--- src/rtl/nlc_pkg.sv ---
// Shared constants and types for the NLC result path.
package nlc_pkg;

    localparam int unsigned NUM_CH      = 16;
    localparam int unsigned ADC_W       = 21;
    localparam int unsigned FP_W        = 32;
    localparam int unsigned FP_EXP_BIAS = 127;
    localparam int unsigned FP_MANT_W   = 23;
    localparam int unsigned IDX_W       = $clog2(NUM_CH);

    // Saturation bounds of the 21-bit two's complement x_lin format
    localparam logic [ADC_W-1:0] ADC_MAX = 21'h0FFFFF;
    localparam logic [ADC_W-1:0] ADC_MIN = 21'h100000;

    typedef enum logic [1:0] {
        IDLE,
        COLLECT,
        DRAIN
    } state_t;

endpackage

--- src/rtl/nlc_fp_to_fixed.sv ---
// IEEE-754 single to 21-bit signed integer, truncating toward zero with
// saturation; NaN maps to zero and is flagged.
module nlc_fp_to_fixed
    import nlc_pkg::*;
(
    input  logic [FP_W-1:0]  fp,
    output logic [ADC_W-1:0] x_lin,
    output logic             is_nan
);

    logic                 sign;
    logic [7:0]           exp_f;
    logic [FP_MANT_W-1:0] frac;
    logic [FP_MANT_W:0]   mant;
    logic [4:0]           shamt;
    logic [ADC_W-1:0]     mag;

    assign sign  = fp[FP_W-1];
    assign exp_f = fp[FP_W-2:FP_MANT_W];
    assign frac  = fp[FP_MANT_W-1:0];
    assign mant  = {1'b1, frac};

    always_comb begin
        x_lin  = '0;
        is_nan = 1'b0;
        shamt  = '0;
        mag    = '0;
        if (exp_f == 8'hFF) begin
            if (frac != '0) begin
                is_nan = 1'b1;
            end else begin
                x_lin = sign ? ADC_MIN : ADC_MAX;
            end
        end else if (exp_f >= 8'(FP_EXP_BIAS + ADC_W - 1)) begin
            x_lin = sign ? ADC_MIN : ADC_MAX;
        end else if (exp_f >= 8'(FP_EXP_BIAS)) begin
            // unbiased exponent 0..19 -> right shift of 23..4
            shamt = 5'(8'(FP_EXP_BIAS + FP_MANT_W) - exp_f);
            mag   = ADC_W'(mant >> shamt);
            x_lin = sign ? (~mag + 1'b1) : mag;
        end
    end

endmodule

--- src/rtl/nlc_result_collector.sv ---
// Collects the per-channel float stream from the adder, converts to x_lin
// and deserialises it into the packed channel bus; pulses srdyo per frame.
module nlc_result_collector
    import nlc_pkg::*;
(
    input  logic                    clk,
    input  logic                    rst,
    input  logic                    srdyi,
    input  logic [FP_W-1:0]         data_in,
    input  logic                    data_srdyi,
    output logic [NUM_CH*ADC_W-1:0] x_lin_bus,
    output logic                    srdyo,
    output logic                    busy,
    output logic                    err_overrun,
    output logic                    err_nan,
    output logic                    err_restart
);

    state_t           state, state_nx;
    logic [IDX_W-1:0] idx, idx_nx, eff_idx;
    logic             accept, last, overrun, restart;

    logic [ADC_W-1:0] conv;
    logic             conv_nan;

    logic             stg_valid, stg_last;
    logic [IDX_W-1:0] stg_idx;
    logic [ADC_W-1:0] stg_data;

    nlc_fp_to_fixed u_conv (
        .fp     (data_in),
        .x_lin  (conv),
        .is_nan (conv_nan)
    );

    // srdyi is applied before the sample, so a coincident sample lands as ch0
    always_comb begin
        state_nx = state;
        idx_nx   = idx;
        eff_idx  = srdyi ? '0 : idx;
        accept   = data_srdyi && (srdyi || (state == COLLECT));
        last     = accept && (eff_idx == IDX_W'(NUM_CH - 1));
        overrun  = data_srdyi && !accept;
        restart  = srdyi && (state != IDLE);

        if (srdyi) begin
            state_nx = COLLECT;
            idx_nx   = '0;
        end else if (state == DRAIN) begin
            state_nx = IDLE;
        end

        if (accept) begin
            if (last) begin
                idx_nx   = '0;
                state_nx = DRAIN;
            end else begin
                idx_nx = eff_idx + IDX_W'(1);
            end
        end
    end

    always_ff @(posedge clk) begin
        if (rst) begin
            state       <= IDLE;
            idx         <= '0;
            stg_valid   <= 1'b0;
            stg_last    <= 1'b0;
            stg_idx     <= '0;
            stg_data    <= '0;
            x_lin_bus   <= '0;
            srdyo       <= 1'b0;
            err_overrun <= 1'b0;
            err_nan     <= 1'b0;
            err_restart <= 1'b0;
        end else begin
            state     <= state_nx;
            idx       <= idx_nx;
            stg_valid <= accept;
            stg_last  <= last;
            if (accept) begin
                stg_idx  <= eff_idx;
                stg_data <= conv;
            end
            // an in-flight write finishes to its own channel even across a restart
            if (stg_valid) begin
                x_lin_bus[stg_idx*ADC_W +: ADC_W] <= stg_data;
            end
            srdyo <= stg_valid && stg_last;
            if (overrun) begin
                err_overrun <= 1'b1;
            end
            if (accept && conv_nan) begin
                err_nan <= 1'b1;
            end
            if (restart) begin
                err_restart <= 1'b1;
            end
        end
    end

    assign busy = (state != IDLE);

endmodule
--- config.mk ---
export PLATFORM = sky130hd
export DESIGN_NAME = nlc_result_collector
export DESIGN_NICKNAME = d
export VERILOG_FILES = /design/src/rtl/nlc_pkg.sv /design/src/rtl/nlc_fp_to_fixed.sv /design/src/rtl/nlc_result_collector.sv
export SDC_FILE = /design/constraint.sdc
export NUM_CORES = 1
export LEC_CHECK = 0
export BUFFER_PORTS_ARGS = -buffer_cell sky130_fd_sc_hd__buf_4
export CAP_MARGIN = 20
export CORE_UTILIZATION = 45
export DETAILED_ROUTE_END_ITERATION = 16
export PLACE_DENSITY = 0.72
export SLEW_MARGIN = 10
export SYNTH_ARGS = -nofsm -noshare
export SYNTH_HDL_FRONTEND = slang
export SYNTH_SLANG_ARGS = --single-unit
--- constraint.sdc ---
create_clock -name clk -period 3.3 [get_ports clk]
set_clock_uncertainty 0.05 [all_clocks]
set_input_delay 0.165 -clock clk [delete_from_list [all_inputs] [get_ports clk]]
set_output_delay 0.165 -clock clk [all_outputs]
set_load 0.05 [all_outputs]
-- Word level (Yosys, flattened, before mapping)
Cells that the tools add are included.
- flip-flop bits (word level): 373
- input bits: 36
- output and inout port bits: 341
- word-level logic and storage cells: 52
- add/subtract/negate cells: 4
- multiply operators: 1
- magnitude comparators: 2
- eq/ne operators: 4
- shifts and indexed selects: 3
- muxes and demuxes: 16
- bitwise operators: 1
- reduce and logical (&&, ||, !) cells: 10
- operators by type and width (kind ; count):
    $bwmux 336 ; 1
    $shift 21x34->336 const A ; 1
    $shiftx 21x34->336 ; 1
    $mux 21 ; 6
    $neg 9->34 ; 1
    $shr 24x5->21 ; 1
    $reduce_bool 23->1 ; 1
    $add 21x1->21 const B ; 1
    $not 21->21 ; 1
    $mux 4 ; 3
    $mul 4x5->9 const B ; 1
    $eq 8x8->1 const B ; 1
    $ge 8x7->1 const B ; 1
    $ge 8x8->1 const B ; 1
    $mux 2 ; 4
    $logic_and 1x1->1 ; 6
    $sub 5x5->5 const A ; 1
    $add 4x1->4 const B ; 1
    $eq 4x4->1 const B ; 1
    $eq 2x1->1 const B ; 1
    $eq 2x2->1 const B ; 1
    $mux 1 ; 2
    $reduce_bool 2->1 ; 1
    $logic_not 1->1 ; 1
    $logic_or 1x1->1 ; 1

-- Depth between registers and ports, before layout
Gate-level depths: netlist of run 1.
- depth in word-level cells: 8
- depth in mapped cells: 16
- gate-level depth less buffers: 12

-- Cells and area by module
A second synthesis of run 1 with hierarchy kept.
- cells, all modules: 1771
- area total of the unflattened synthesis: 17097.6 sq um
- by module, submodules not included (module ; instances ; cells each ; area each (sq um) ; sequential area each (sq um)):
    nlc_result_collector ; 1 ; 1450 ; 14695.3 ; 7467.2
    nlc_fp_to_fixed ; 1 ; 321 ; 2402.3 ; 0.0

-- Worst setup path after synthesis of run 1
Ideal clock, no wire load.
- path type: input port to flip-flop
- start point: in data_in[23]
- end point: reg stg_data[20]
- setup time: 0.088 ns
- data arrival time: 3.456 ns
- required time: 3.162 ns
- setup slack: -0.294 ns
- stages: 16
- path buffers: 4
- path through: inv_2 > buf_4 > ha_1 > buf_6 > buf_6 > buf_6 > mux4_2 > nand2_1 > o211ai_1 > a22oi_1 > ha_1 > nand3_1 > nor4_4 > nand2_2 > mux2_4 > a311oi_2
- cells in the longest elaborated chain, start to end: 8
- elaborated cells on any way between the ends: 11
- classes of those cells: add/sub (2); order compare (2); eq/ne (1); shift (1); mux (4); bitwise (1)
- ends and longest elaborated chain (element ; RTL line ; RTL):
    start: declaration ; nlc_result_collector.sv:9 ; input logic [FP_W-1:0] data_in,
    $sub 5x5->5 ; nlc_fp_to_fixed.sv:38 ; shamt = 5'(8'(FP_EXP_BIAS + FP_MANT_W) - exp_f);
    $shr 24x5->21 ; nlc_fp_to_fixed.sv:39 ; mag = ADC_W'(mant >> shamt);
    $not 21->21 ; nlc_fp_to_fixed.sv:40 ; x_lin = sign ? (~mag + 1'b1) : mag;
    $add 21x1->21 ; nlc_fp_to_fixed.sv:40 ;
    $mux 21 ; nlc_fp_to_fixed.sv:40 ;
    $mux 21 ; nlc_fp_to_fixed.sv:36 ; end else if (exp_f >= 8'(FP_EXP_BIAS)) begin
    $mux 21 ; nlc_fp_to_fixed.sv:34 ; end else if (exp_f >= 8'(FP_EXP_BIAS + ADC_W - 1)) begin
    $mux 21 * ; nlc_fp_to_fixed.sv:28 ; if (exp_f == 8'hFF) begin
    end signal: assignment ; nlc_result_collector.sv:83 ; stg_data <= conv;
    end: declaration ; nlc_result_collector.sv:28 ; logic [ADC_W-1:0] stg_data;
Every way passes the cells marked *; elsewhere a longest branch is shown, timed or not.
A chain may end at the register's enable or synchronous reset.

-- Worst setup path after layout of run 1
- start point: in data_in[24]
- end point: reg stg_data[15]
Same word-level chain as after synthesis.

==> metrics.txt, run 1 <==
# TYPE chip_impl_metric gauge
chip_impl_metric{name="async_flop_share",unit="%"} 0
chip_impl_info{name="startpoint_type",value="primary input"} 1
chip_impl_metric{name="share_comb_of_total_power",unit="%"} 9.4
chip_impl_metric{name="seqPwrFrac",unit="%"} 45.7
chip_impl_metric{name="synthesis.area_per_instance",unit="um2"} 7.89
chip_impl_metric{name="cpPeakStageDelay",unit="ps"} 550
chip_impl_metric{name="design.core.area",unit="um2"} 34500
chip_impl_metric{name="worstPathArrival",unit="ps"} 3300
chip_impl_info{name="layout.cells.most_common_list",value="600 x sky130_fd_sc_hd__nor2_1, 448 x sky130_fd_sc_hd__buf_4, 373 x sky130_fd_sc_hd__dfxtp_1"} 1
chip_impl_info{name="holdCritPathClass",value="in -> reg"} 1
chip_impl_metric{name="place.detailed.hpwl",unit="mm"} 35.7
chip_impl_metric{name="grt_max_degree",unit=""} 177
chip_impl_metric{name="placement_rows",unit=""} 68
chip_impl_metric{name="ys_ff_latch",unit=""} 373
chip_impl_metric{name="htree_num_levels",unit=""} 2
chip_impl_info{name="most_frequent_standard_cell_in_the_layout_excluding_fill_and_tap_cells",value="sky130_fd_sc_hd__nor2_1"} 1
chip_impl_metric{name="crit_buf_inv",unit=""} 2
chip_impl_metric{name="slew_headroom",unit="%"} 39.9
chip_impl_info{name="grt_setup_unrepaired",value="no"} 1
chip_impl_metric{name="final_cells",unit=""} 2815
chip_impl_metric{name="synth_enable_flop_cells",unit=""} 0
chip_impl_metric{name="yosysWarningCount",unit=""} 0
chip_impl_metric{name="antenna_found_initial",unit=""} 0
chip_impl_metric{name="ant_nets",unit=""} 0
chip_impl_metric{name="n_antenna_cell",unit=""} 0
chip_impl_metric{name="clock.fmax",unit="MHz"} 341
chip_impl_metric{name="final_period_minus_worst_setup_slack",unit="ps"} 2930
chip_impl_metric{name="grt_overflow_total",unit=""} 0
chip_impl_info{name="run_status",value="finished, violations left"} 1
chip_impl_info{name="failed_checks",value="hold timing"} 1
chip_impl_info{name="tritoncts",value="done"} 1
chip_impl_metric{name="port_buffers",unit=""} 376
chip_impl_metric{name="maxCapViolations",unit=""} 0
chip_impl_info{name="critical-path-top-delay-family",value="multiplexers"} 1
chip_impl_metric{name="power.density_cell_area",unit="nW/um2"} 496
chip_impl_metric{name="via_to_cell_ratio",unit=""} 5.40
chip_impl_metric{name="worstHoldPathCells",unit=""} 2
chip_impl_metric{name="final_period_util",unit="%"} 88.8
chip_impl_metric{name="design.die.area",unit="um2"} 35700
chip_impl_info{name="ys_dominant_reg_cell",value="sky130_fd_sc_hd__dfxtp_1"} 1
chip_impl_info{name="worst_path_max_delay_cell",value="sky130_fd_sc_hd__a2111oi_4"} 1
chip_impl_info{name="ys_top_cells_by_area",value="sky130_fd_sc_hd__dfxtp_1 47%, sky130_fd_sc_hd__nor2_1 14%, sky130_fd_sc_hd__a21oi_1 11%"} 1
chip_impl_metric{name="share_of_yosys_cell_area_claimed_by_the_top_area_cell_type",unit="%"} 47.5
chip_impl_info{name="setup_crit_path_kind",value="in -> reg"} 1
chip_impl_metric{name="grt_pass1_vias",unit=""} 13500
chip_impl_metric{name="num-nets-final",unit=""} 2372
chip_impl_metric{name="syn_nets",unit=""} 2037
chip_impl_metric{name="switch_share",unit="%"} 25.1
chip_impl_metric{name="p_int",unit="W"} 0.00762
chip_impl_metric{name="number_of_library_cell_types_mapped_by_synthesis",unit=""} 79
chip_impl_metric{name="detail_route.iter0.violations",unit=""} 1277
chip_impl_metric{name="syn-cell-area",unit="um2"} 15700
chip_impl_metric{name="grt_pass1_wl",unit="mm"} 78.3
chip_impl_metric{name="max-vdd-ir-drop",unit="uV"} 391
chip_impl_metric{name="io_pins",unit=""} 377
chip_impl_metric{name="timing.reg2reg.worst_path_depth",unit=""} 12
chip_impl_metric{name="die_x",unit="um"} 189
chip_impl_metric{name="worst-slew-pin-transition",unit="ps"} 902
chip_impl_info{name="worst_setup_path_end_kind",value="flip-flop"} 1
chip_impl_metric{name="num_vias",unit=""} 15200
chip_impl_metric{name="post_route_cells_drive_above_1_share",unit="%"} 23.8
chip_impl_metric{name="finalSetupTns",unit="ps"} 0
chip_impl_metric{name="p_clk_share",unit="%"} 44.8
chip_impl_metric{name="clock_latency",unit="ps"} 550
chip_impl_metric{name="setup_viol_count_final",unit=""} 0
chip_impl_metric{name="place_congestion",unit=""} 0.882
chip_impl_metric{name="filler_cell_count",unit=""} 3105
chip_impl_metric{name="cp.depth",unit=""} 12
chip_impl_metric{name="cts_made_buffers",unit=""} 40
chip_impl_metric{name="clk_path_buf_depth",unit=""} 3
chip_impl_info{name="clock_tree.root_cell",value="sky130_fd_sc_hd__clkbuf_16"} 1
chip_impl_metric{name="cts_repair_resize_count",unit=""} 0
chip_impl_metric{name="timing.critical_path.fanout_max",unit=""} 10
chip_impl_metric{name="cts_num_sinks",unit=""} 373
chip_impl_metric{name="power.static_leakage",unit="nW"} 8.42
chip_impl_metric{name="die_h",unit="um"} 189
chip_impl_metric{name="instance_count_of_the_mapped_netlist",unit=""} 1993
chip_impl_metric{name="drc",unit=""} 0
chip_impl_metric{name="wire_per_inst",unit="um"} 18.2
chip_impl_metric{name="area_delta_synth_final",unit="%"} 30.4
chip_impl_metric{name="placed_cells",unit=""} 2738
chip_impl_metric{name="clock_pin_slew_on_the_worst_setup_and_hold_paths",unit="ps"} 60
chip_impl_info{name="synthDominantAreaCellType",value="sky130_fd_sc_hd__dfxtp_1"} 1
chip_impl_metric{name="switchingPower",unit="W"} 0.00255
chip_impl_metric{name="initial_core_utilization",unit="%"} 45.6
chip_impl_metric{name="slew_violations",unit=""} 0
chip_impl_metric{name="yosysSeqAreaShare",unit="%"} 47.5
chip_impl_metric{name="final_hold_viol_count",unit=""} 1
chip_impl_info{name="path_cells",value="buf_4, ha_4, buf_4, mux2i_1, mux4_1, nor3_1, a2111oi_4, nand3_4, nor4_4, nand4_1, mux2i_1, o211ai_1"} 1
chip_impl_metric{name="final_wirelength",unit="mm"} 51.3
chip_impl_metric{name="cp_data_required_time",unit="ps"} 3670
chip_impl_metric{name="dr.pass1.iters",unit=""} 6
chip_impl_metric{name="global_route.usage.total",unit="%"} 27.7
chip_impl_metric{name="whs",unit="ps"} -5.96
==> per-layer routing <==
metal	routed length (um)	track usage, %	vias to the layer above
met2	23400	44.3	623
met4	2120	11.3	0
li1	-	-	7329
met1	22100	37.3	7117
met3	3670	4.23	118
met5	0	0	-
==> metrics by stage <==
step | instance area (um2) | power, W | hold WS (ps) | setup slack [ps] | util, %
after detailed placement | 19100 | 0.00569 | 365 | -132 | 55.5
after global routing | 20500 | 0.0105 | 42.6 | 251 | 59.5
after CTS | 20500 | 0.0102 | 21.4 | 434 | 59.5
after global placement | 19100 | 0.00568 | 361 | -15.3 | 55.5
final | 20500 | 0.0102 | -5.96 | 369 | 59.5
after floorplan | 15800 | 0.00531 | 194 | 7.68 | -
==> Yosys cell counts (4+ instances only) <==
| library cell | instances |
|---|---|
| sky130_fd_sc_hd__clkbuf_1 | 140 |
| sky130_fd_sc_hd__a21oi_1 | 333 |
| sky130_fd_sc_hd__nand4_1 | 5 |
| sky130_fd_sc_hd__a2111oi_0 | 4 |
| sky130_fd_sc_hd__o21ai_0 | 30 |
| sky130_fd_sc_hd__nor2_1 | 602 |
| sky130_fd_sc_hd__mux4_1 | 9 |
| sky130_fd_sc_hd__nand2b_1 | 9 |
| sky130_fd_sc_hd__o22ai_1 | 7 |
| sky130_fd_sc_hd__ha_1 | 8 |
| sky130_fd_sc_hd__buf_1 | 8 |
| sky130_fd_sc_hd__xor2_1 | 9 |
| sky130_fd_sc_hd__or2_2 | 4 |
| sky130_fd_sc_hd__dfxtp_1 | 373 |
| sky130_fd_sc_hd__mux2_2 | 8 |
| sky130_fd_sc_hd__xnor2_1 | 9 |
| sky130_fd_sc_hd__inv_1 | 8 |
| sky130_fd_sc_hd__mux2i_1 | 72 |
| sky130_fd_sc_hd__buf_6 | 5 |
| sky130_fd_sc_hd__nor3_1 | 20 |
| sky130_fd_sc_hd__nor4_1 | 6 |
| sky130_fd_sc_hd__o31ai_1 | 5 |
| sky130_fd_sc_hd__and3_1 | 5 |
| sky130_fd_sc_hd__buf_2 | 6 |
| sky130_fd_sc_hd__mux4_2 | 5 |
| sky130_fd_sc_hd__a31oi_1 | 9 |
| sky130_fd_sc_hd__nor2b_1 | 7 |
| sky130_fd_sc_hd__o211ai_1 | 4 |
| sky130_fd_sc_hd__nand2_1 | 172 |
| sky130_fd_sc_hd__nand3_1 | 33 |
| sky130_fd_sc_hd__and2_1 | 9 |
==> worst reg2reg max path: cells and delay by family (launching register included) <==
kind | cells | cell delay [ps]
buffers and inverters | 2 | 420
adders and majority gates | 1 | 260
AOI/OAI and AO/OA | 3 | 360
DFF | 1 | 540
and+or+nand+nor | 6 | 1060
==> path summary, 6_finish.rpt <==
check,startpoint,end,slack [ps]
worst max-delay path,data_in[24],stg_data[15],370
worst min-delay path,rst,err_restart,-6
worst max register to register,stg_idx[1],x_lin_bus[63],520
worst min register to register,stg_last,srdyo,370
==> registers in the layout, summed over array words and instances, names as in the netlist <==
name         cells
err_nan          1
srdyo            1
stg_idx          4
stg_data        21
err_overrun      1
state            2
err_restart      1
x_lin_bus      336
stg_last         1
stg_valid        1
idx              4
==> final cells by class <==
type                            count  area, um2  area share (%)
Sequential cell                   373       7470            36.4
Multi-Input combinational cell   1449       7620            37.2
Inverter                           10       42.5           0.207
Clock buffer                       56       1100            5.37
Tap cell                          455        569            2.78
Timing Repair Buffer              454       3450            16.8
Clock inverter                     18        258            1.26
==> power groups by stage <==
stage	combinational [W]	clock [W]	sequential (W)
2_1_floorplan	0.000641	0	0.00467
3_3_place_gp	0.000934	0	0.00475
3_5_place_dp	0.000943	0	0.00475
4_1_cts	0.000950	0.00463	0.00465
5_1_grt	0.00103	0.00483	0.00465
6_report	0.000959	0.00456	0.00465
==> what timing repair did <==
action,CTS,global route
setup endpoints to repair,0,0
setup buffers,0,0
hold buffers,3,0
hold endpoints to repair,11,0
==> logic make-up (layout without fill, tap and decap cells) <==
family | Yosys count | count (layout) | synth area share [%]
muxes | 96 | 96 | 7.57
xor gates and xnor gates | 21 | 21 | 1.46
DFF | 373 | 373 | 47.5
adders and majority gates | 8 | 8 | 0.636
AOI/OAI and AO/OA | 430 | 430 | 15.1
and+or+nand+nor | 894 | 894 | 23.3
buffers and inverters | 171 | 538 | 4.41
(Power assumes the default switching activity.)
==> run 2, diff against run 1 <==
--- a/config.mk
+++ b/config.mk
@@ -9,7 +9,8 @@
 export CAP_MARGIN = 20
 export CORE_UTILIZATION = 45
 export DETAILED_ROUTE_END_ITERATION = 16
-export PLACE_DENSITY = 0.72
+export PLACE_DENSITY = 0.77
+export REMOVE_ABC_BUFFERS = 1
 export SLEW_MARGIN = 10
 export SYNTH_ARGS = -nofsm -noshare
 export SYNTH_HDL_FRONTEND = slang
==> run 2 against run 1 <==
The flow now finishes without violations. Utilization rose by 0.11 points. Sequential power hardly changed. Largest cell class unchanged. Flip-flop and latch count stayed put. Register-to-register slack worse by 250 ps. First-iteration DRC count down 14%. Fmax decreased by 3.4%. Hold slack better by 38 ps. Clock power fell by 7.5%. Critical endpoint is now x_lin_bus[239]. Die area stayed put. Via count rose by 1.3%.
==> metrics.txt, run 2 (synthesis results as in run 1) <==
# TYPE chip_impl_metric gauge
chip_impl_info{name="grt_setup_unrepaired",value="no"} 1
chip_impl_metric{name="smallest_setup_slack_after_layout",unit="ps"} 266
chip_impl_metric{name="clock_latency",unit="ps"} 540
chip_impl_metric{name="setup_viol_count_final",unit=""} 0
chip_impl_metric{name="port_buffers",unit=""} 376
chip_impl_metric{name="placement_rows",unit=""} 68
chip_impl_metric{name="grt_max_degree",unit=""} 125
chip_impl_metric{name="clock_pin_slew_on_the_worst_setup_and_hold_paths",unit="ps"} 60
chip_impl_info{name="reg.largest.list",value="x_lin_bus x336, stg_data x21"} 1
chip_impl_metric{name="area_delta_synth_final",unit="%"} 30.6
chip_impl_metric{name="worstPathArrival",unit="ps"} 3450
chip_impl_metric{name="grt_overflow_total",unit=""} 0
chip_impl_metric{name="drc",unit=""} 0
chip_impl_metric{name="timing.critical_path.fanout_max",unit=""} 42
chip_impl_metric{name="rrSetupSlack",unit="ps"} 270
chip_impl_metric{name="worst-slew-pin-transition",unit="ps"} 844
chip_impl_metric{name="die_x",unit="um"} 189
chip_impl_metric{name="place_congestion",unit=""} 0.910
chip_impl_metric{name="cts_repair_resize_count",unit=""} 0
chip_impl_metric{name="final_total_pwr",unit="W"} 0.00987
chip_impl_metric{name="final_wirelength",unit="mm"} 51.4
chip_impl_info{name="end_point_of_the_critical_path",value="x_lin_bus[239]"} 1
chip_impl_info{name="run_status",value="finished, final reports clean"} 1
chip_impl_metric{name="slew_headroom",unit="%"} 43.6
chip_impl_info{name="setup_crit_path_kind",value="reg -> reg"} 1
chip_impl_metric{name="power.density_cell_area",unit="nW/um2"} 481
chip_impl_metric{name="num-nets-final",unit=""} 2397
chip_impl_info{name="regMostFlops",value="x_lin_bus"} 1
chip_impl_metric{name="power.static_leakage",unit="nW"} 8.48
chip_impl_info{name="timing.rr.end",value="x_lin_bus[239]"} 1
chip_impl_metric{name="place_ws",unit="ps"} -222
chip_impl_metric{name="design.die.area",unit="um2"} 35700
chip_impl_info{name="layout.cells.most_common_list",value="600 x sky130_fd_sc_hd__nor2_1, 472 x sky130_fd_sc_hd__buf_4, 373 x sky130_fd_sc_hd__dfxtp_1"} 1
chip_impl_metric{name="slew_violations",unit=""} 0
chip_impl_metric{name="maxCapViolations",unit=""} 0
chip_impl_metric{name="hold_buffers",unit=""} 2
chip_impl_info{name="startpoint_type",value="flip-flop"} 1
chip_impl_metric{name="global_route.usage.total",unit="%"} 27.3
chip_impl_metric{name="clock.fmax",unit="MHz"} 330
chip_impl_metric{name="detail_route.iter0.violations",unit=""} 1093
chip_impl_metric{name="num_vias",unit=""} 15400
chip_impl_metric{name="number_of_flip_flops_under_the_largest_register_name",unit=""} 336
chip_impl_metric{name="grt_pass1_vias",unit=""} 13800
chip_impl_info{name="most_frequent_standard_cell_in_the_layout_excluding_fill_and_tap_cells",value="sky130_fd_sc_hd__nor2_1"} 1
chip_impl_metric{name="p_int",unit="W"} 0.00740
chip_impl_info{name="clock_tree.root_cell",value="sky130_fd_sc_hd__clkbuf_16"} 1
chip_impl_metric{name="design.core.area",unit="um2"} 34500
chip_impl_metric{name="n_antenna_cell",unit=""} 0
chip_impl_metric{name="seqPwrFrac",unit="%"} 47.1
chip_impl_metric{name="grt_pass1_wl",unit="mm"} 77.1
chip_impl_metric{name="htree_num_levels",unit=""} 2
chip_impl_metric{name="utilization",unit="%"} 59.6
chip_impl_info{name="reg2reg_from",value="stg_idx[1]"} 1
chip_impl_metric{name="share_comb_of_total_power",unit="%"} 10.2
chip_impl_info{name="tritoncts",value="done"} 1
chip_impl_metric{name="cp_data_required_time",unit="ps"} 3720
chip_impl_info{name="crit_path_start",value="stg_idx[1]"} 1
chip_impl_metric{name="die_h",unit="um"} 189
chip_impl_metric{name="via_to_cell_ratio",unit=""} 5.43
chip_impl_metric{name="final_period_util",unit="%"} 91.9
chip_impl_metric{name="final_hold_viol_count",unit=""} 0
chip_impl_metric{name="switchingPower",unit="W"} 0.00247
chip_impl_metric{name="cts_made_buffers",unit=""} 40
chip_impl_metric{name="wire_per_inst",unit="um"} 18.2
chip_impl_info{name="worst_setup_path_end_kind",value="flip-flop"} 1
chip_impl_metric{name="max-vdd-ir-drop",unit="uV"} 333
chip_impl_metric{name="p_clk_share",unit="%"} 42.8
chip_impl_metric{name="timing.reg2reg.worst_path_depth",unit=""} 11
chip_impl_metric{name="clk_path_buf_depth",unit=""} 3
chip_impl_metric{name="cts_num_sinks",unit=""} 373
chip_impl_metric{name="switch_share",unit="%"} 25.0
chip_impl_metric{name="dr.pass1.iters",unit=""} 5
chip_impl_info{name="holdCritPathClass",value="in -> reg"} 1
chip_impl_metric{name="final_period_minus_worst_setup_slack",unit="ps"} 3030
chip_impl_metric{name="whs",unit="ps"} 31.9
chip_impl_metric{name="antenna_found_initial",unit=""} 0
chip_impl_metric{name="ant_nets",unit=""} 0
chip_impl_metric{name="initial_core_utilization",unit="%"} 45.6
chip_impl_metric{name="filler_cell_count",unit=""} 3018
chip_impl_metric{name="post_route_cells_drive_above_1_share",unit="%"} 24.3
chip_impl_metric{name="cts_post_setup_buffers_inserted",unit=""} 0
chip_impl_metric{name="io_pins",unit=""} 377
chip_impl_metric{name="place.detailed.hpwl",unit="mm"} 35.4
run 2: through the flow:
step / TNS [ps] / cell area (um2) / cells
after floorplan: -8160 / 15100 / 1832
after global placement: -391 / 19300 / 2764
after detailed placement: -1820 / 19300 / 2764
after CTS: 0 / 20500 / 2834
after global routing: 0 / 20500 / 2834
final: 0 / 20500 / 2834
run 2: worst min-delay path by stage:
stage	from	endpoint	slack (ps)	depth (start not counted)
after global routing	data_in[30]	stg_data[20]	50	3
after floorplan	rst	stg_data[20]	180	1
after detailed placement	stg_last	srdyo	360	2
final	rst	x_lin_bus[229]	30	2
after global placement	data_srdyi	err_overrun	360	3
after CTS	rst	x_lin_bus[180]	20	2
run 2: critical path, cell delays in order (launching register included):
cell and delay [ps]:
sky130_fd_sc_hd__dfxtp_1 550, sky130_fd_sc_hd__inv_1 160, sky130_fd_sc_hd__ha_1 260, sky130_fd_sc_hd__or2_2 350
sky130_fd_sc_hd__o21ai_0 250, sky130_fd_sc_hd__a21oi_1 130, sky130_fd_sc_hd__nor2b_1 290, sky130_fd_sc_hd__nand2_1 110
sky130_fd_sc_hd__buf_4 270, sky130_fd_sc_hd__nor2_1 320, sky130_fd_sc_hd__a21oi_1 70, sky130_fd_sc_hd__nor2_1 110
run 2: cell type report:
class                      instances  area [um2]  share of cell area, %
multi-input combinational       1449        7590                   37.0
timing repair buffer             479        3660                   17.8
clock buffer                      60        1160                   5.63
tap                              455         569                   2.77
inverter                          10        37.5                  0.183
clock inverter                     8        60.1                  0.292
sequential                       373        7470                   36.3
run 2: power by group through the flow:
| stage | registers (W) | clock network [W] | logic, W |
|---|---|---|---|
| 6_report | 0.00465 | 0.00422 | 0.00100 |
| 5_1_grt | 0.00464 | 0.00445 | 0.00108 |
| 4_1_cts | 0.00464 | 0.00427 | 0.000997 |
| 3_5_place_dp | 0.00474 | 0 | 0.000992 |
| 3_3_place_gp | 0.00474 | 0 | 0.000976 |
| 2_1_floorplan | 0.00470 | 0 | 0.000495 |
run 2: metal layers:
metal / vias to the layer above / wire (um) / global-route usage [%]
li1: 7380 / - / -
met1: 7245 / 21500 / 35.4
met2: 617 / 23600 / 44.2
met3: 137 / 3740 / 4.32
met4: 0 / 2640 / 13.5
met5: - / 0 / 0
==> run 3, diff against run 2 <==
--- a/config.mk
+++ b/config.mk
@@ -5,11 +5,12 @@
 export SDC_FILE = /design/constraint.sdc
 export NUM_CORES = 1
 export LEC_CHECK = 0
-export BUFFER_PORTS_ARGS = -buffer_cell sky130_fd_sc_hd__buf_4
+export BUFFER_PORTS_ARGS = -buffer_cell sky130_fd_sc_hd__buf_2
 export CAP_MARGIN = 20
+export CORE_MARGIN = 2
 export CORE_UTILIZATION = 45
 export DETAILED_ROUTE_END_ITERATION = 16
-export PLACE_DENSITY = 0.77
+export PLACE_DENSITY = 0.74
 export REMOVE_ABC_BUFFERS = 1
 export SLEW_MARGIN = 10
 export SYNTH_ARGS = -nofsm -noshare
==> constraint.sdc (replaced) <==
create_clock -name clk -period 3.5 [get_ports clk]
set_clock_uncertainty 0.05 [all_clocks]
set_input_delay 0.175 -clock clk [delete_from_list [all_inputs] [get_ports clk]]
set_output_delay 0.175 -clock clk [all_outputs]
set_load 0.05 [all_outputs]
==> run 3 against run 2 <==
Critical path depth is 1 lower. Sequential power is 5.8% lower. Sequential share of layout area is 2.0 points higher. Global-route usage is 0.22 points higher. Utilization is 3.1 points lower. Combinational power is 9.7% lower. Critical endpoint is now x_lin_bus[91].
==> metrics.txt, run 3 (synthesis results as in run 1) <==
# TYPE chip_impl_metric gauge
chip_impl_metric{name="worst-slew-pin-transition",unit="ps"} 1050
chip_impl_metric{name="wire_per_inst",unit="um"} 18.3
chip_impl_info{name="most_frequent_standard_cell_in_the_layout_excluding_fill_and_tap_cells",value="sky130_fd_sc_hd__nor2_1"} 1
chip_impl_metric{name="slew_violations",unit=""} 0
chip_impl_metric{name="port_buffers",unit=""} 376
chip_impl_metric{name="via_to_cell_ratio",unit=""} 5.40
chip_impl_metric{name="global_route.usage.total",unit="%"} 27.6
chip_impl_metric{name="num_vias",unit=""} 15200
chip_impl_metric{name="clk_path_buf_depth",unit=""} 3
chip_impl_metric{name="final_hold_viol_count",unit=""} 0
chip_impl_metric{name="globalRouteMet1Util",unit="%"} 35.7
chip_impl_metric{name="power.static_leakage",unit="nW"} 8.43
chip_impl_info{name="worst_path_most_repeated_cell",value="sky130_fd_sc_hd__nand2_1"} 1
chip_impl_info{name="layout.cells.most_common_list",value="601 x sky130_fd_sc_hd__nor2_1, 375 x sky130_fd_sc_hd__buf_2, 373 x sky130_fd_sc_hd__dfxtp_1"} 1
chip_impl_metric{name="place.detailed.hpwl",unit="mm"} 35.4
chip_impl_metric{name="detail_route.iter0.violations",unit=""} 1040
chip_impl_info{name="grt_most_used_layer",value="met2"} 1
chip_impl_metric{name="grt_pass1_wl",unit="mm"} 79.2
chip_impl_metric{name="cts_num_sinks",unit=""} 373
chip_impl_metric{name="dr.pass1.iters",unit=""} 5
chip_impl_info{name="path_cells",value="inv_1, ha_1, or2_2, o21ai_0, nand2_1, o21ai_0, and2_1, nand2_1, nand2_1, a21oi_1"} 1
chip_impl_info{name="worst_setup_path_end_kind",value="flip-flop"} 1
chip_impl_metric{name="worstPathArrival",unit="ps"} 3320
chip_impl_info{name="tritoncts",value="done"} 1
chip_impl_metric{name="initial_core_utilization",unit="%"} 45.6
chip_impl_metric{name="crit_buf_inv",unit=""} 1
chip_impl_metric{name="drc",unit=""} 0
chip_impl_metric{name="power.density_cell_area",unit="nW/um2"} 481
chip_impl_metric{name="final_period_util",unit="%"} 85.4
chip_impl_info{name="reg.largest.list",value="x_lin_bus x336, stg_data x21"} 1
chip_impl_info{name="setup_crit_path_kind",value="reg -> reg"} 1
chip_impl_metric{name="ant_nets",unit=""} 0
chip_impl_metric{name="use_met3",unit="%"} 4.68
chip_impl_info{name="holdCritPathClass",value="in -> reg"} 1
chip_impl_metric{name="grt_max_degree",unit=""} 230
chip_impl_metric{name="setup_viol_count_final",unit=""} 0
chip_impl_metric{name="final_wirelength",unit="mm"} 51.6
chip_impl_metric{name="cp_data_required_time",unit="ps"} 3830
chip_impl_metric{name="slew_headroom",unit="%"} 30.0
chip_impl_metric{name="cts_made_buffers",unit=""} 39
chip_impl_metric{name="die_x",unit="um"} 191
chip_impl_metric{name="finalSetupTns",unit="ps"} 0
chip_impl_info{name="worst_path_max_delay_cell",value="sky130_fd_sc_hd__dfxtp_1"} 1
chip_impl_metric{name="grt_overflow_total",unit=""} 0
chip_impl_metric{name="design.die.area",unit="um2"} 36500
chip_impl_metric{name="post_route_cells_drive_above_1_share",unit="%"} 23.6
chip_impl_metric{name="number_of_flip_flops_under_the_largest_register_name",unit=""} 336
chip_impl_metric{name="design.core.area",unit="um2"} 34500
chip_impl_info{name="run_status",value="finished, final reports clean"} 1
chip_impl_metric{name="cts_post_setup_buffers_inserted",unit=""} 0
chip_impl_metric{name="placed_cells",unit=""} 2743
chip_impl_metric{name="die_h",unit="um"} 191
chip_impl_metric{name="clock_latency",unit="ps"} 550
chip_impl_metric{name="global_route.usage.met2",unit="%"} 44.9
chip_impl_info{name="regMostFlops",value="x_lin_bus"} 1
chip_impl_metric{name="maxCapViolations",unit=""} 0
chip_impl_info{name="critical-path-top-delay-family",value="simple AND/OR/NAND/NOR gates"} 1
chip_impl_metric{name="final_cells",unit=""} 2812
chip_impl_metric{name="num-nets-final",unit=""} 2376
chip_impl_metric{name="placement_rows",unit=""} 68
chip_impl_metric{name="final_period_minus_worst_setup_slack",unit="ps"} 2990
chip_impl_metric{name="filler_cell_count",unit=""} 3173
chip_impl_metric{name="cpPeakStageDelay",unit="ps"} 550
chip_impl_metric{name="grt_pass1_vias",unit=""} 14100
chip_impl_metric{name="io_pins",unit=""} 377
chip_impl_metric{name="timing.critical_path.fanout_max",unit=""} 21
chip_impl_metric{name="clock_pin_slew_on_the_worst_setup_and_hold_paths",unit="ps"} 60
chip_impl_info{name="startpoint_type",value="flip-flop"} 1
chip_impl_metric{name="max-vdd-ir-drop",unit="uV"} 364
chip_impl_metric{name="n_antenna_cell",unit=""} 0
chip_impl_info{name="clock_tree.root_cell",value="sky130_fd_sc_hd__clkbuf_16"} 1
chip_impl_metric{name="clock.fmax",unit="MHz"} 335
chip_impl_metric{name="area_delta_synth_final",unit="%"} 23.9
chip_impl_metric{name="htree_num_levels",unit=""} 2
chip_impl_info{name="grt_setup_unrepaired",value="no"} 1
chip_impl_metric{name="antenna_found_initial",unit=""} 1
chip_impl_metric{name="place_congestion",unit=""} 0.888
-- run 3: changes by cell type in the layout (fill, tap and decap cells not counted) --
cell                            change
sky130_fd_sc_hd__nor2_2             -1
sky130_fd_sc_hd__dlygate4sd3_1      +1
sky130_fd_sc_hd__clkbuf_8           +2
sky130_fd_sc_hd__nor2_1             +1
sky130_fd_sc_hd__clkinv_2           +2
sky130_fd_sc_hd__clkinvlp_4         -2
sky130_fd_sc_hd__buf_2            +375
sky130_fd_sc_hd__buf_4            -396
sky130_fd_sc_hd__clkinv_8           +1
sky130_fd_sc_hd__clkbuf_1           -3
sky130_fd_sc_hd__bufinv_16          +2
sky130_fd_sc_hd__inv_6              -2
sky130_fd_sc_hd__clkinv_4           -1
sky130_fd_sc_hd__clkbuf_16          -1
-- run 3: report_power, final --
part / leakage (nW) / total (W) / internal [W] / switching (W)
Combinational: 4.80 / 0.000903 / 0.000373 / 0.000530
Clock: 0.618 / 0.00408 / 0.00241 / 0.00167
Sequential: 3.01 / 0.00438 / 0.00428 / 0.000103
Total: 8.43 / 0.00937 / 0.00706 / 0.00230
-- run 3: per-stage QoR --
stage                     worst slack, ps  hold WS [ps]  instance area, um2  total power (W)  utilization [%]
after global routing                  260           111               19500          0.00969             56.6
after global placement               82.0           365               18200          0.00535             52.8
after floorplan                      -662           193               15100          0.00490                -
final                                 511          94.7               19500          0.00937             56.6
after CTS                             509          66.9               19500          0.00944             56.6
after detailed placement            -38.4           371               18200          0.00536             52.8
-- run 3: layout make-up --
cell class / instances / area (um2) / area share, %
multi-input combinational: 1449 / 7590 / 38.9
sequential: 373 / 7470 / 38.3
timing repair buffer: 459 / 2570 / 13.2
clock buffer: 58 / 1150 / 5.89
tap: 455 / 569 / 2.92
clock inverter: 8 / 105 / 0.539
inverter: 10 / 37.5 / 0.193
-- run 3: worst min-delay path: cells and delay by family --
family	cells	cell delay, ps
buffers and inverters	1	130
AOI/OAI and AO/OA	2	320
-- run 3: what timing repair did --
item,CTS,global route
resized for setup,0,0
endpoints found under the hold margin,47,0
hold buffers,3,0
-- run 3: final timing paths --
kind                    start       endpoint  slack, ps  depth (start not counted)
hold / removal    data_in[30]   stg_data[20]         90                          3
setup reg to reg   stg_idx[1]  x_lin_bus[91]        510                         10
setup / recovery   stg_idx[1]  x_lin_bus[91]        510                         10
hold reg to reg      stg_last          srdyo        380                          2
-- run 3: layer usage --
layer,share of wire [%],routed length (um),vias up
met2,46,23600,601
met4,4.6,2390,2
li1,-,-,7335
met1,42,21700,7105
met3,7.5,3850,131
met5,0.025,13,-
